[src/rtl/mskaes_host_ctrl.sv]
// Host-side controller for the masked AES-128 core: shares inputs, launches one run, recombines
// the result. Optional MSKAES_HOST_ZEROIZE_EN clears share/result registers once consumed.
module mskaes_host_ctrl #(
    parameter int unsigned d       = 2,
    parameter int unsigned TIMEOUT = 1023
) (
    input  logic                   clk,
    input  logic                   nrst,
    input  logic                   in_valid,
    output logic                   in_ready,
    input  logic [127:0]           in_plaintext,
    input  logic [127:0]           in_key,
    input  logic [256*(d-1)-1:0]   rnd_share,
    output logic                   core_valid_in,
    input  logic                   core_ready,
    output logic [128*d-1:0]       core_sh_plaintext,
    output logic [128*d-1:0]       core_sh_key,
    input  logic                   core_cipher_valid,
    input  logic [128*d-1:0]       core_sh_ciphertext,
    output logic                   out_valid,
    input  logic                   out_ready,
    output logic [127:0]           out_ciphertext,
    output logic [15:0]            out_cycles,
    output logic                   out_timeout
);

    localparam logic [1:0] StIdle   = 2'd0;
    localparam logic [1:0] StIssue  = 2'd1;
    localparam logic [1:0] StWait   = 2'd2;
    localparam logic [1:0] StOutput = 2'd3;

    localparam int unsigned Dm1        = d - 1;
    localparam logic [15:0] TimeoutVal = 16'(TIMEOUT);

    logic [1:0]         state_q, state_d;
    logic [128*d-1:0]   sh_pt_q, sh_pt_d, sh_key_q, sh_key_d;
    logic [128*d-1:0]   sh_pt, sh_key;
    logic [15:0]        cnt_q, cnt_d;
    logic [127:0]       ct_q, ct_d, ct_rec;
    logic [15:0]        cyc_q, cyc_d;
    logic               to_q, to_d;
    logic               acc_pt, acc_key;

    // Bit i share j sits at d*i+j; the last share absorbs the data bit.
    always_comb begin
        sh_pt   = '0;
        sh_key  = '0;
        acc_pt  = 1'b0;
        acc_key = 1'b0;
        for (int unsigned i = 0; i < 128; i++) begin
            acc_pt  = in_plaintext[i];
            acc_key = in_key[i];
            for (int unsigned j = 0; j < Dm1; j++) begin
                sh_pt[d*i+j]  = rnd_share[i*Dm1+j];
                sh_key[d*i+j] = rnd_share[128*Dm1+i*Dm1+j];
                acc_pt        = acc_pt ^ rnd_share[i*Dm1+j];
                acc_key       = acc_key ^ rnd_share[128*Dm1+i*Dm1+j];
            end
            sh_pt[d*i+Dm1]  = acc_pt;
            sh_key[d*i+Dm1] = acc_key;
        end
    end

    always_comb begin
        ct_rec = '0;
        for (int unsigned i = 0; i < 128; i++) begin
            ct_rec[i] = ^core_sh_ciphertext[d*i +: d];
        end
    end

    always_comb begin
        state_d  = state_q;
        sh_pt_d  = sh_pt_q;
        sh_key_d = sh_key_q;
        cnt_d    = cnt_q;
        ct_d     = ct_q;
        cyc_d    = cyc_q;
        to_d     = to_q;
        case (state_q)
            StIdle: begin
                if (in_valid) begin
                    sh_pt_d  = sh_pt;
                    sh_key_d = sh_key;
                    state_d  = StIssue;
                end
            end
            StIssue: begin
                if (core_ready) begin
                    cnt_d   = 16'd1;
                    state_d = StWait;
`ifdef MSKAES_HOST_ZEROIZE_EN
                    sh_pt_d  = '0;
                    sh_key_d = '0;
`endif
                end
            end
            StWait: begin
                cnt_d = (cnt_q == 16'hffff) ? cnt_q : cnt_q + 16'd1;
                // A result arriving on the timeout cycle still counts as a valid run.
                if (core_cipher_valid) begin
                    ct_d    = ct_rec;
                    cyc_d   = cnt_q;
                    to_d    = 1'b0;
                    state_d = StOutput;
                end else if (cnt_q == TimeoutVal) begin
                    ct_d    = '0;
                    cyc_d   = TimeoutVal;
                    to_d    = 1'b1;
                    state_d = StOutput;
                end
            end
            StOutput: begin
                if (out_ready) begin
                    state_d = StIdle;
`ifdef MSKAES_HOST_ZEROIZE_EN
                    ct_d  = '0;
                    cyc_d = '0;
`endif
                end
            end
            default: state_d = StIdle;
        endcase
    end

    always_ff @(posedge clk or negedge nrst) begin
        if (!nrst) begin
            state_q  <= StIdle;
            sh_pt_q  <= '0;
            sh_key_q <= '0;
            cnt_q    <= '0;
            ct_q     <= '0;
            cyc_q    <= '0;
            to_q     <= 1'b0;
        end else begin
            state_q  <= state_d;
            sh_pt_q  <= sh_pt_d;
            sh_key_q <= sh_key_d;
            cnt_q    <= cnt_d;
            ct_q     <= ct_d;
            cyc_q    <= cyc_d;
            to_q     <= to_d;
        end
    end

    assign in_ready          = (state_q == StIdle);
    assign core_valid_in     = (state_q == StIssue) && core_ready;
    assign out_valid         = (state_q == StOutput);
    assign core_sh_plaintext = sh_pt_q;
    assign core_sh_key       = sh_key_q;
    assign out_ciphertext    = ct_q;
    assign out_cycles        = cyc_q;
    assign out_timeout       = to_q;

endmodule
[config.mk]
export PLATFORM = sky130hd
export DESIGN_NAME = mskaes_host_ctrl
export DESIGN_NICKNAME = d
export VERILOG_FILES = /design/src/rtl/mskaes_host_ctrl.sv
export SDC_FILE = /design/constraint.sdc
export NUM_CORES = 1
export LEC_CHECK = 0
export CAP_MARGIN = 10
export CORE_AREA = 2 2 553 555
export DETAILED_ROUTE_END_ITERATION = 12
export DIE_AREA = 0 0 555 557
export SLEW_MARGIN = 10
export SYNTH_ARGS = -nofsm -noshare
export SYNTH_HDL_FRONTEND = slang
export SYNTH_SLANG_ARGS = --single-unit
[constraint.sdc]
create_clock -name clk -period 2.42 [get_ports clk]
set_clock_uncertainty 0.15 [all_clocks]
set_input_delay 0.363 -clock clk [delete_from_list [all_inputs] [get_ports clk]]
set_output_delay 0.363 -clock clk [all_outputs]
set_load 0.01 [all_outputs]
-- After elaboration in Yosys (flattened, before gate mapping)
Cells that the tools add are included.
- add/sub/neg operators: 1
- equal/unequal tests: 10
- multiplexer cells: 15
- bitwise logic cells: 256
- reduce and logical (&&, ||, !) cells: 136
- operator list (cell ; count):
    $mux W128 ; 2
    $reduce_xor A2 Y1 ; 128
    $xor A1 B1 Y1 ; 256
    $mux W16 ; 4
    $pmux W16 S2 ; 1
    $add A16 B1 Y16 const B ; 1
    $eq A16 B10 Y1 const B ; 1
    $eq A16 B16 Y1 const B ; 1
    $mux W2 ; 5
    $pmux W2 S4 ; 1
    $ne A2 B2 Y1 const B ; 3
    $eq A2 B2 Y1 const B ; 2
    $reduce_and A2 Y1 ; 2
    $reduce_and A4 Y1 ; 1
    $reduce_bool A2 Y1 ; 2
    $ne A3 B3 Y1 const B ; 1
    $reduce_and A3 Y1 ; 1
    $eq A2 B1 Y1 const B ; 1
    $logic_not A2 Y1 ; 1
    $mux W1 ; 2
    $ne A2 B1 Y1 const B ; 1
    $logic_and A1 B1 Y1 ; 1
- flip-flop bits (word level): 675
- word-level logic and storage cells: 425

-- Longest topological paths before layout
Gate-level depths: netlist (run 1).
- depth in word-level cells: 4
- gate-level depth with buffers: 9
- gate-level depth less buffers: 7

-- Least setup slack after synthesis (run 1)
No wires, ideal clock.
- path kind: flip-flop to flip-flop
- from: register state_q[0]
- to: register sh_key_q[0] (netlist: core_sh_key[0])
- setup time: 0.125 ns
- data arrival time: 2.040 ns
- data required time: 2.145 ns
- path slack: 0.105 ns
- cell stages (with the launch flop): 8
- buffers on the path: 3
- period minus slack after synthesis: 2.315 ns
- path through: dfrtp_1 -> inv_1 -> ha_1 -> nand2_1 -> clkbuf_1 -> clkbuf_1 -> clkbuf_1 -> mux2_2
- longest elaborated chain between the ends: 2
- RTL lines (element ; RTL line ; text):
    from (decl) ; 35 ; logic [1:0] state_q, state_d;
    from (signal assigned) ; 127 ; state_q <= StIdle;
    from (signal assigned) ; 135 ; state_q <= state_d;
    $logic_not A2 Y1 ; n/a ;
    net in_ready ; 10 ; output logic in_ready,
    $reduce_and A2 Y1 (no line) ; n/a ;
    to (signal assigned) ; 137 ; sh_key_q <= sh_key_d;
    to (decl) ; 36 ; logic [128*d-1:0] sh_pt_q, sh_pt_d, sh_key_q, sh_key_d;
The timed path passes the listed nets, and every way through them passes these cells.
A chain may end at the register's enable or synchronous reset.

-- Final worst setup path (run 1)
- from: register cnt_q[14]
- to: register ct_q[66] (netlist: out_ciphertext[66])
- longest elaborated chain between the ends: 3
- RTL lines (element ; RTL line ; text):
    from (decl) ; 38 ; logic [15:0] cnt_q, cnt_d;
    from (signal assigned) ; 138 ; cnt_q <= cnt_d;
    $eq A16 B10 Y1 ; 105 ; end else if (cnt_q == TimeoutVal) begin
    $reduce_bool A2 Y1 (no line) ; n/a ;
    $reduce_and A2 Y1 (no line) ; n/a ;
    to (signal assigned) ; 139 ; ct_q <= ct_d;
    to (decl) ; 39 ; logic [127:0] ct_q, ct_d, ct_rec;
Every way passes these cells.

==> results of run 1 <==
==> timing repair <==
item	CTS	global route
endpoints found under the setup margin	291	123
pin swaps	0	2
resized for setup	140	17
hold buffers	79	0
hold endpoints to repair	599	0
cloned	3	5
buffers inserted	5	2
==> metrics by stage <==
stage	instances	cell area [um^2]	total power [mW]	hold WS, ns	util
floorplan	2204	27900	29.1	-0.0826	-
global placement	7620	47700	49.4	0.153	0.157
detailed placement	7620	47700	49.7	0.147	0.157
CTS	7870	51700	64.3	0.00124	0.170
global route	7891	51900	66.7	0.0337	0.171
finish	7943	52100	63.2	0.0810	0.171
==> logic make-up (layout without fill, tap and decap cells) <==
group                      Yosys count  after routing
DFF                                675            675
adders and majority gates            6              6
other                                0             67
and+or+nand+nor                    316            316
muxes                              258            258
buffers and inverters              127           1802
AOI/OAI and AO/OA                  438            438
xor gates and xnor gates           384            384
==> report_power, final <==
part	switching, mW	leakage (nW)	internal [mW]
registers	3.47	8.29	16.7
logic	14.5	10.9	14.3
clock network	5.83	1.51	8.45
==> cell usage in the layout (no fill, tap or decap), drive strengths merged, types with 8 or more instances in the layout <==
| master | instances |
|---|---|
| clkdlybuf4s50 | 1272 |
| dfrtp | 675 |
| nand2 | 272 |
| o21ai | 267 |
| mux2 | 258 |
| xnor2 | 256 |
| buf | 141 |
| a22o | 135 |
| dlygate4sd2 | 129 |
| xor2 | 128 |
| clkbuf | 122 |
| dlygate4sd3 | 79 |
| diode | 67 |
| clkinv | 23 |
| inv | 15 |
| nand3 | 11 |
| bufinv | 10 |
| o22a | 8 |
| a21oi | 8 |
==> layer usage <==
| layer | track usage | up-vias | wire, um |
|---|---|---|---|
| met5 | 0 | - | 954 |
| met4 | 0.0451 | 146 | 8090 |
| met3 | 0.101 | 507 | 36300 |
| met2 | 0.215 | 1578 | 98500 |
| met1 | 0.155 | 12330 | 85100 |
| li1 | - | 10915 | - |
==> cell type report <==
| cell class | count | area (um^2) | share of cell area |
|---|---|---|---|
| Antenna cell | 67 | 168 | 0.00322 |
| Inverter | 9 | 33.8 | 0.000649 |
| Tap cell | 3997 | 5000 | 0.0961 |
| Clock inverter | 46 | 582 | 0.0112 |
| Sequential cell | 675 | 16900 | 0.325 |
| Multi-Input combinational cell | 1402 | 10500 | 0.202 |
| Timing Repair Buffer | 1630 | 16400 | 0.314 |
| Clock buffer | 117 | 2510 | 0.0483 |
==> final timing paths <==
check,start,to,slack (ns),cells after the start
worst max-delay path,cnt_q[14]$_DFFE_PN0P_,out_ciphertext[66]$_DFFE_PN0P_,0.02,6
worst min-delay path,in_plaintext[74],core_sh_plaintext[149]$_DFFE_PN0P_,0.08,3
worst max register to register,cnt_q[14]$_DFFE_PN0P_,out_ciphertext[66]$_DFFE_PN0P_,0.02,6
worst min register to register,core_sh_key[217]$_DFFE_PN0P_,core_sh_key[217]$_DFFE_PN0P_,0.33,2
max in group asynchronous,nrst,core_sh_key[84]$_DFFE_PN0P_,1.13,3
min in group asynchronous,nrst,core_sh_key[29]$_DFFE_PN0P_,0.27,3
==> registers in the layout, summed over array words and instances (netlist names) <==
name               cells
state_q                2
core_sh_plaintext    256
out_cycles            16
out_timeout            1
cnt_q                 16
core_sh_key          256
out_ciphertext       128
==> worst reg2reg max path, stage by stage (launching register included) <==
cell and delay, ns:
dfrtp_1 0.40, or4_4 0.54, nor3_2 0.21, a21oi_2 0.11, nand2b_4 0.29, buf_12 0.27
a22o_1 0.31
==> flow_summary.json, run 1 <==
{
  "outcome": "completed",
  "io_buffers": 1433,
  "grt_remaining_overflow": 0,
  "synth_adder_area_share": 0.00269,
  "clock-sinks": 675,
  "finalCritPeriodShare": 0.991,
  "totalWireLength_um": 229000,
  "dpl_worst_slack_ns": -0.551,
  "area_growth_syn_to_layout_pct": 86.9,
  "yosys_most_used_dff": "dfrtp_1",
  "dp_hpwl_um": 199000,
  "nets": 4589,
  "dr_total_vias": 25476,
  "grt_max_degree": 101,
  "yosysMostFrequentCell": "dfrtp_1",
  "worstHoldPathType": "primary input to flop",
  "critPathCaptureType": "flop",
  "synth.distinct_cells": 43,
  "synthCells": 2204,
  "clk_latency_ns": 0.78,
  "crit_type": "flop to flop",
  "relSlewSlack": 0.517,
  "finalSetupViolCount": 0,
  "crit_chain": "or4_4 > nor3_2 > a21oi_2 > nand2b_4 > buf_12 > a22o_1",
  "worst_slack_ns": 0.0217,
  "ir_drop_mv": 0.648,
  "yosys.area.top_type": "dfrtp_1",
  "boundaryPins": 1434,
  "die_w_um": 555,
  "coreArea_um2": 304000,
  "grt_pass1_wl_um": 282000,
  "fp.dieH_um": 557,
  "syn_nets": 2984,
  "ctsHtreeMaxLevel": 3,
  "die-area_um2": 309000,
  "synth_area_leaders": "dfrtp_1, mux2_2, xnor2_1",
  "syn_area_per_cell_um2": 12.6,
  "synth_edf_count": 0,
  "cpLargestDelayFamily": "simple AND/OR/NAND/NOR gates",
  "grt_pass1_vias": 25582,
  "track_usage": 0.142,
  "tightest_slew_ns": 0.723,
  "setup_tns_ns": 0,
  "rows": 203,
  "ys_warn_count": 0,
  "hold_violations": 0,
  "worstPathRequired_ns": 2.91,
  "yosysSeqAreaShare": 0.606,
  "finalCriticalPeriod_ns": 2.40,
  "async_reset_ff_frac": 1.00,
  "yosysTopAreaCellShare": 0.606,
  "cp.buffers_inverters": 1,
  "postRouteAntennaNets": 0,
  "gp_congestion": 0.935,
  "cts_tree": "done",
  "synth_compound_area_frac": 0.101,
  "cts-root-buf": "clkbuf_16",
  "drc": 0,
  "slowest_delay_ns": 0.54,
  "crit_slowest_cell": "or4_4",
  "yosys-top-cells-count": "dfrtp_1, nand2_1, o21ai_0, mux2_2, xnor2_1",
  "fillers": 33468,
  "vias_per_cell": 3.21,
  "rsz0062_at_grt": "yes",
  "max_freq_mhz": 417,
  "dr.pass1.iters": 5,
  "slew_violations": 0,
  "synth_area_um2": 27900,
  "power_density_nw_per_um2": 1210,
  "muxShareOfSynthArea": 0.104,
  "cts_buffers": 91,
  "clkSlewWorstSetupHoldPaths_ns": 0.06,
  "critical_path.max_fanout": 43,
  "cap_violations": 0,
  "avgRoutedWirePerCell_um": 28.8,
  "drive_above_1_share": 0.150,
  "crit_path_start_kind": "flop",
  "power.leakage_nw": 20.7,
  "antenna_found_initial": 223,
  "synth_top_family_by_area": "XOR/XNOR gates",
  "start_util": 0.0916,
  "critPathArrivalTime_ns": 2.89,
  "synth_simple_gate_area_frac": 0.0462,
  "ys_seq_elements": 675,
  "yosys.area_share.xor_xnor": 0.121,
  "cts_buffer_depth": 4,
  "drt_iter0_markers": 1763
}
No activity file was read; power rests on OpenSTA's default activity.
==> inputs of run 2 (changes only) <==
--- a/constraint.sdc
+++ b/constraint.sdc
@@ -4,2 +4,2 @@
 set_output_delay 0.363 -clock clk [all_outputs]
-set_load 0.01 [all_outputs]
+set_load 0.005 [all_outputs]
==> run 2 against run 1 <==
  * Worst setup slack better by 0.039 ns
  * Total power is 3.9% lower
  * First-iteration DRC count down 15%
  * Highest routed layer unchanged
==> flow_summary.json, run 2 (synthesis results as in run 1) <==
{
  "power_density_nw_per_um2": 1160,
  "mostFrequentLayoutCells": "clkdlybuf4s50_1, dfrtp_1, nand2_1",
  "grt_pass1_vias": 25804,
  "power.leakage_nw": 20.8,
  "grt_pass1_wl_um": 282000,
  "critical_path.max_fanout": 32,
  "totalWireLength_um": 226000,
  "cts-root-buf": "clkbuf_16",
  "slew_violations": 0,
  "use_met2": 0.214,
  "start_util": 0.0916,
  "dr.pass1.iters": 5,
  "clock-sinks": 675,
  "dr_total_vias": 25517,
  "boundaryPins": 1434,
  "area_growth_syn_to_layout_pct": 87.6,
  "final_cells": 7960,
  "holdPathEnd": "core_sh_plaintext[115]$_DFFE_PN0P_",
  "gp_congestion": 0.922,
  "die-area_um2": 309000,
  "max_freq_mhz": 424,
  "finalSetupViolCount": 0,
  "final_util": 0.172,
  "clk_latency_ns": 0.79,
  "worst_slack_ns": 0.0605,
  "hold_violations": 0,
  "cts_buffers": 89,
  "rows": 203,
  "outcome": "completed",
  "reg2reg_from": "cnt_q[14]$_DFFE_PN0P_",
  "tightest_slew_ns": 0.987,
  "ir_drop_mv": 0.691,
  "track_usage": 0.141,
  "die_w_um": 555,
  "hp-start": "in_plaintext[57]",
  "nets": 4632,
  "placed_cell_area_um2": 47800,
  "grt_most_used_layer": "met2",
  "drt_iter0_markers": 1506,
  "finalCritPeriodShare": 0.975,
  "met3_usage": 0.102,
  "crit_type": "flop to flop",
  "ctsHtreeMaxLevel": 3,
  "dp_hpwl_um": 198000,
  "critPathCaptureType": "flop",
  "r2r-end": "out_ciphertext[24]$_DFFE_PN0P_",
  "placed_cells": 7626,
  "fin_area_um2": 52300,
  "critPathArrivalTime_ns": 2.85,
  "drc": 0,
  "coreArea_um2": 304000,
  "grt_remaining_overflow": 0,
  "drive_above_1_share": 0.143,
  "cts_tree": "done",
  "avgRoutedWirePerCell_um": 28.4,
  "cap_violations": 0,
  "postRouteAntennaNets": 0,
  "vias_per_cell": 3.21,
  "final_common_cell": "clkdlybuf4s50_1",
  "use_met1": 0.152,
  "io_buffers": 1433,
  "worstPathRequired_ns": 2.91,
  "hold_depth": 3,
  "dpl_worst_slack_ns": -0.626,
  "whs_ns": 0.0816,
  "worstHoldPathType": "primary input to flop",
  "crit_path_start_kind": "flop",
  "reg2regPathDepth": 6,
  "clkSlewWorstSetupHoldPaths_ns": 0.06,
  "r2r_slack_ns": 0.06,
  "cts_buffer_depth": 4,
  "finalCriticalPeriod_ns": 2.36,
  "fp.dieH_um": 557,
  "relSlewSlack": 0.340,
  "antenna_found_initial": 225,
  "grt_max_degree": 103
}
==> run 2: changes by cell type in the layout (fill, tap and decap cells not counted), sizes merged <==
cell / before / now
dlygate4sd3: 79 / 121
clkinv: 23 / 15
inv: 15 / 19
diode: 67 / 50
buf: 141 / 138
dlygate4sd2: 129 / 123
bufinv: 10 / 11
clkbuf: 122 / 115
clkinvlp: 7 / 3
bufbuf: 3 / 1
clkdlybuf4s50: 1272 / 1289
==> run 2: worst max path at each step <==
| stage | from | to | cells after the start |
|---|---|---|---|
| after floorplan | state_q[0]$_DFFE_PN0P_ | core_sh_key[0]$_DFFE_PN0P_ | 7 |
| after global placement | in_valid | core_sh_key[190]$_DFFE_PN0P_ | 5 |
| after detailed placement | in_valid | core_sh_key[194]$_DFFE_PN0P_ | 5 |
| after CTS | state_q[1]$_DFFE_PN0P_ | core_valid_in | 6 |
| after global routing | state_q[1]$_DFFE_PN0P_ | core_valid_in | 5 |
| final | cnt_q[14]$_DFFE_PN0P_ | out_ciphertext[24]$_DFFE_PN0P_ | 6 |
==> run 2: per-stage QoR <==
stage	total power [mW]	setup TNS, ns
after floorplan	27.0	0
after global routing	64.4	-0.0140
after global placement	47.3	-175.39
after detailed placement	47.6	-193.82
final	60.8	0
after CTS	62.1	-0.211
==> run 2: worst max-delay path, cell delays in order, from the launching register on <==
cell	delay [ns]
dfrtp_1	0.39
or4_4	0.54
nor3_2	0.20
a21oi_2	0.12
nand2b_4	0.28
clkbuf_16	0.28
a22o_1	0.25
==> run 2: per-layer routing <==
layer  wire, um  vias up  part of all wire
met2      96200     1595              0.43
met4       9310      140             0.041
met3      36100      506              0.16
met5        912        -            0.0040
li1           -    10979                 -
met1      83800    12297              0.37
==> run 2: cell type report <==
class | count | area (um^2)
flip-flops and latches | 675 | 16900
repair buffers | 1675 | 16700
clock inverters | 39 | 578
fillers | 33421 | 252000
multi-input cells | 1402 | 10500
clock buffers | 113 | 2410
diodes | 50 | 125
inverters | 9 | 33.8
well taps | 3997 | 5000
==> run 2: report_power, final <==
| group | switching (mW) | internal (mW) |
|---|---|---|
| Sequential | 3.45 | 16.7 |
| Combinational | 12.4 | 14.2 |
| Clock | 5.83 | 8.25 |
==> run 2: timing repair <==
item,4_1_cts,5_1_grt
setup endpoints to repair,252,132
hold buffers,121,0
gates resized for setup,138,13
pin swaps,0,2
setup buffers,9,1
endpoints found under the hold margin,585,0
gates cloned,1,1
==> inputs of run 3 (changes only) <==
- ABC_CLOCK_PERIOD_IN_PS: not set -> 2420
- SKIP_CTS_REPAIR_TIMING: not set -> 1
==> run 3 against run 2 <==
  * The flow now finishes with violations (negative setup slack)
  * Hold slack got worse by 0.041 ns
  * Total power increased by 1.5%
  * First-iteration DRC count rose by 9.7%
  * Sequential share of layout area grew 0.36 points
  * Worst setup slack got worse by 0.19 ns
  * Maximum frequency fell by 7.5%
  * Sequential cell count did not move
  * Wire length increased by 1.8%
  * Largest cell class unchanged
==> flow_summary.json, run 3 (synthesis results as in run 1) <==
{
  "power.leakage_nw": 21.3,
  "grt_remaining_overflow": 0,
  "combPwrFrac": 0.445,
  "worst_slack_ns": -0.131,
  "drt_iter0_markers": 1652,
  "relSlewSlack": 0.298,
  "switching_share": 0.357,
  "cts_buffers": 89,
  "ir_drop_mv": 0.701,
  "grt_max_degree": 116,
  "final_common_cell": "clkdlybuf4s50_1",
  "dp_hpwl_um": 198000,
  "clk_latency_ns": 0.79,
  "antenna_found_initial": 224,
  "fp.dieH_um": 557,
  "drc": 0,
  "postRouteAntennaNets": 0,
  "totalWireLength_um": 230000,
  "crit_path_start_kind": "flop",
  "clkSlewWorstSetupHoldPaths_ns": 0.06,
  "fillers": 33435,
  "power_density_nw_per_um2": 1190,
  "critPathArrivalTime_ns": 2.04,
  "cts_tree": "done",
  "finalCriticalPeriod_ns": 2.55,
  "coreArea_um2": 304000,
  "switchingPower_mw": 22.0,
  "grt_pass1_vias": 25222,
  "start_util": 0.0916,
  "gp_congestion": 0.922,
  "die-area_um2": 309000,
  "io_buffers": 1433,
  "hold_violations": 0,
  "placed_cells": 7626,
  "setup_tns_ns": -0.131,
  "critical_path.max_fanout": 4,
  "final_util": 0.170,
  "grt_pass1_wl_um": 279000,
  "power_frac_clock": 0.228,
  "worstHoldPathType": "primary input to flop",
  "dpl_worst_slack_ns": -0.626,
  "seqPwrFrac": 0.326,
  "nets": 4521,
  "dr_total_vias": 25346,
  "slew_violations": 0,
  "outcome": "finished, violations left",
  "max_freq_mhz": 392,
  "violations": "negative setup slack",
  "whs_ns": 0.0405,
  "ctsHtreeMaxLevel": 3,
  "mostFrequentLayoutCells": "clkdlybuf4s50_1, dfrtp_1, nand2_1",
  "crit_type": "flop to primary output",
  "final_cells": 7846,
  "finalSetupViolCount": 1,
  "rsz0062_at_grt": "yes",
  "clock-sinks": 675,
  "cap_violations": 0,
  "cts_buffer_depth": 4,
  "vias_per_cell": 3.23,
  "rows": 203,
  "finalCritPeriodShare": 1.05,
  "internal-power_mw": 39.7,
  "dr.pass1.iters": 5,
  "drive_above_1_share": 0.148,
  "avgRoutedWirePerCell_um": 29.4,
  "critPathCaptureType": "primary output",
  "die_w_um": 555,
  "worstPathRequired_ns": 1.91,
  "track_usage": 0.140,
  "cts-root-buf": "clkbuf_16",
  "area_growth_syn_to_layout_pct": 85.5,
  "tightest_slew_ns": 1.05,
  "boundaryPins": 1434
}
run 3: cell types whose count changed in the layout (fill, tap and decap cells not counted), moves of 2 or more:
cell             delta
buf_12              -3
buf_16              +3
buf_4               -2
clkbuf_16           +8
clkdlybuf4s50_1    +22
diode_2             -3
dlygate4sd2_1     -123
dlygate4sd3_1     -119
dlymetal6s2s_1    +102
ha_2                +2
ha_4                -3
run 3: power groups by stage:
stage               clock network [mW]  logic [mW]  registers [mW]
floorplan                            0        7.20            19.8
global placement                     0        27.2            20.0
detailed placement                   0        27.5            20.2
CTS                               14.6        27.6            20.1
global route                      15.0        29.5            20.7
finish                            14.1        27.5            20.1
run 3: worst max-delay path, cell delays in order (launching register included):
cell,delay [ns]
dfrtp_1,0.42
inv_2,0.08
ha_2,0.18
buf_4,0.14
and2_4,0.17
buf_4,0.14
buf_12,0.14
run 3: metrics by stage:
step           total power [mW]  cell area, um^2
2_1_floorplan              27.0            27900
3_3_place_gp               47.3            47800
3_5_place_dp               47.6            47800
4_1_cts                    62.3            50800
5_1_grt                    65.2            51600
6_report                   61.7            51700
run 3: final timing paths:
path                                                    from                        endpoint  slack [ns]  depth (start not counted)
worst max-delay path                  state_q[1]$_DFFE_PN0P_                   core_valid_in       -0.13                          6
worst min-delay path                             in_key[101]    core_sh_key[203]$_DFFE_PN0P_        0.04                          3
worst max register to register         cnt_q[11]$_DFFE_PN0P_  out_ciphertext[49]$_DFFE_PN0P_        0.04                          7
worst min register to register  core_sh_key[177]$_DFFE_PN0P_    core_sh_key[177]$_DFFE_PN0P_        0.33                          2
max in group asynchronous                               nrst     core_sh_key[76]$_DFFE_PN0P_        0.57                          3
min in group asynchronous                               nrst            cnt_q[7]$_DFFE_PN0P_        0.10                          3
run 3: area by class of cell:
class                           instances  area (um^2)  area share
Antenna cell                           47          118     0.00228
Clock inverter                         39          578      0.0112
Tap cell                             3997         5000      0.0968
Clock buffer                          113         2410      0.0466
Inverter                                9         33.8    0.000654
Timing Repair Buffer                 1563        16100       0.312
Multi-Input combinational cell       1403        10500       0.203
Sequential cell                       675        16900       0.327
run 3: layer usage:
metal	global-route usage	routed length (um)	share of wire
met1	0.148	83000	0.36
met4	0.0499	11200	0.048
met5	0	952	0.0041
met2	0.210	95400	0.41
met3	0.109	39900	0.17
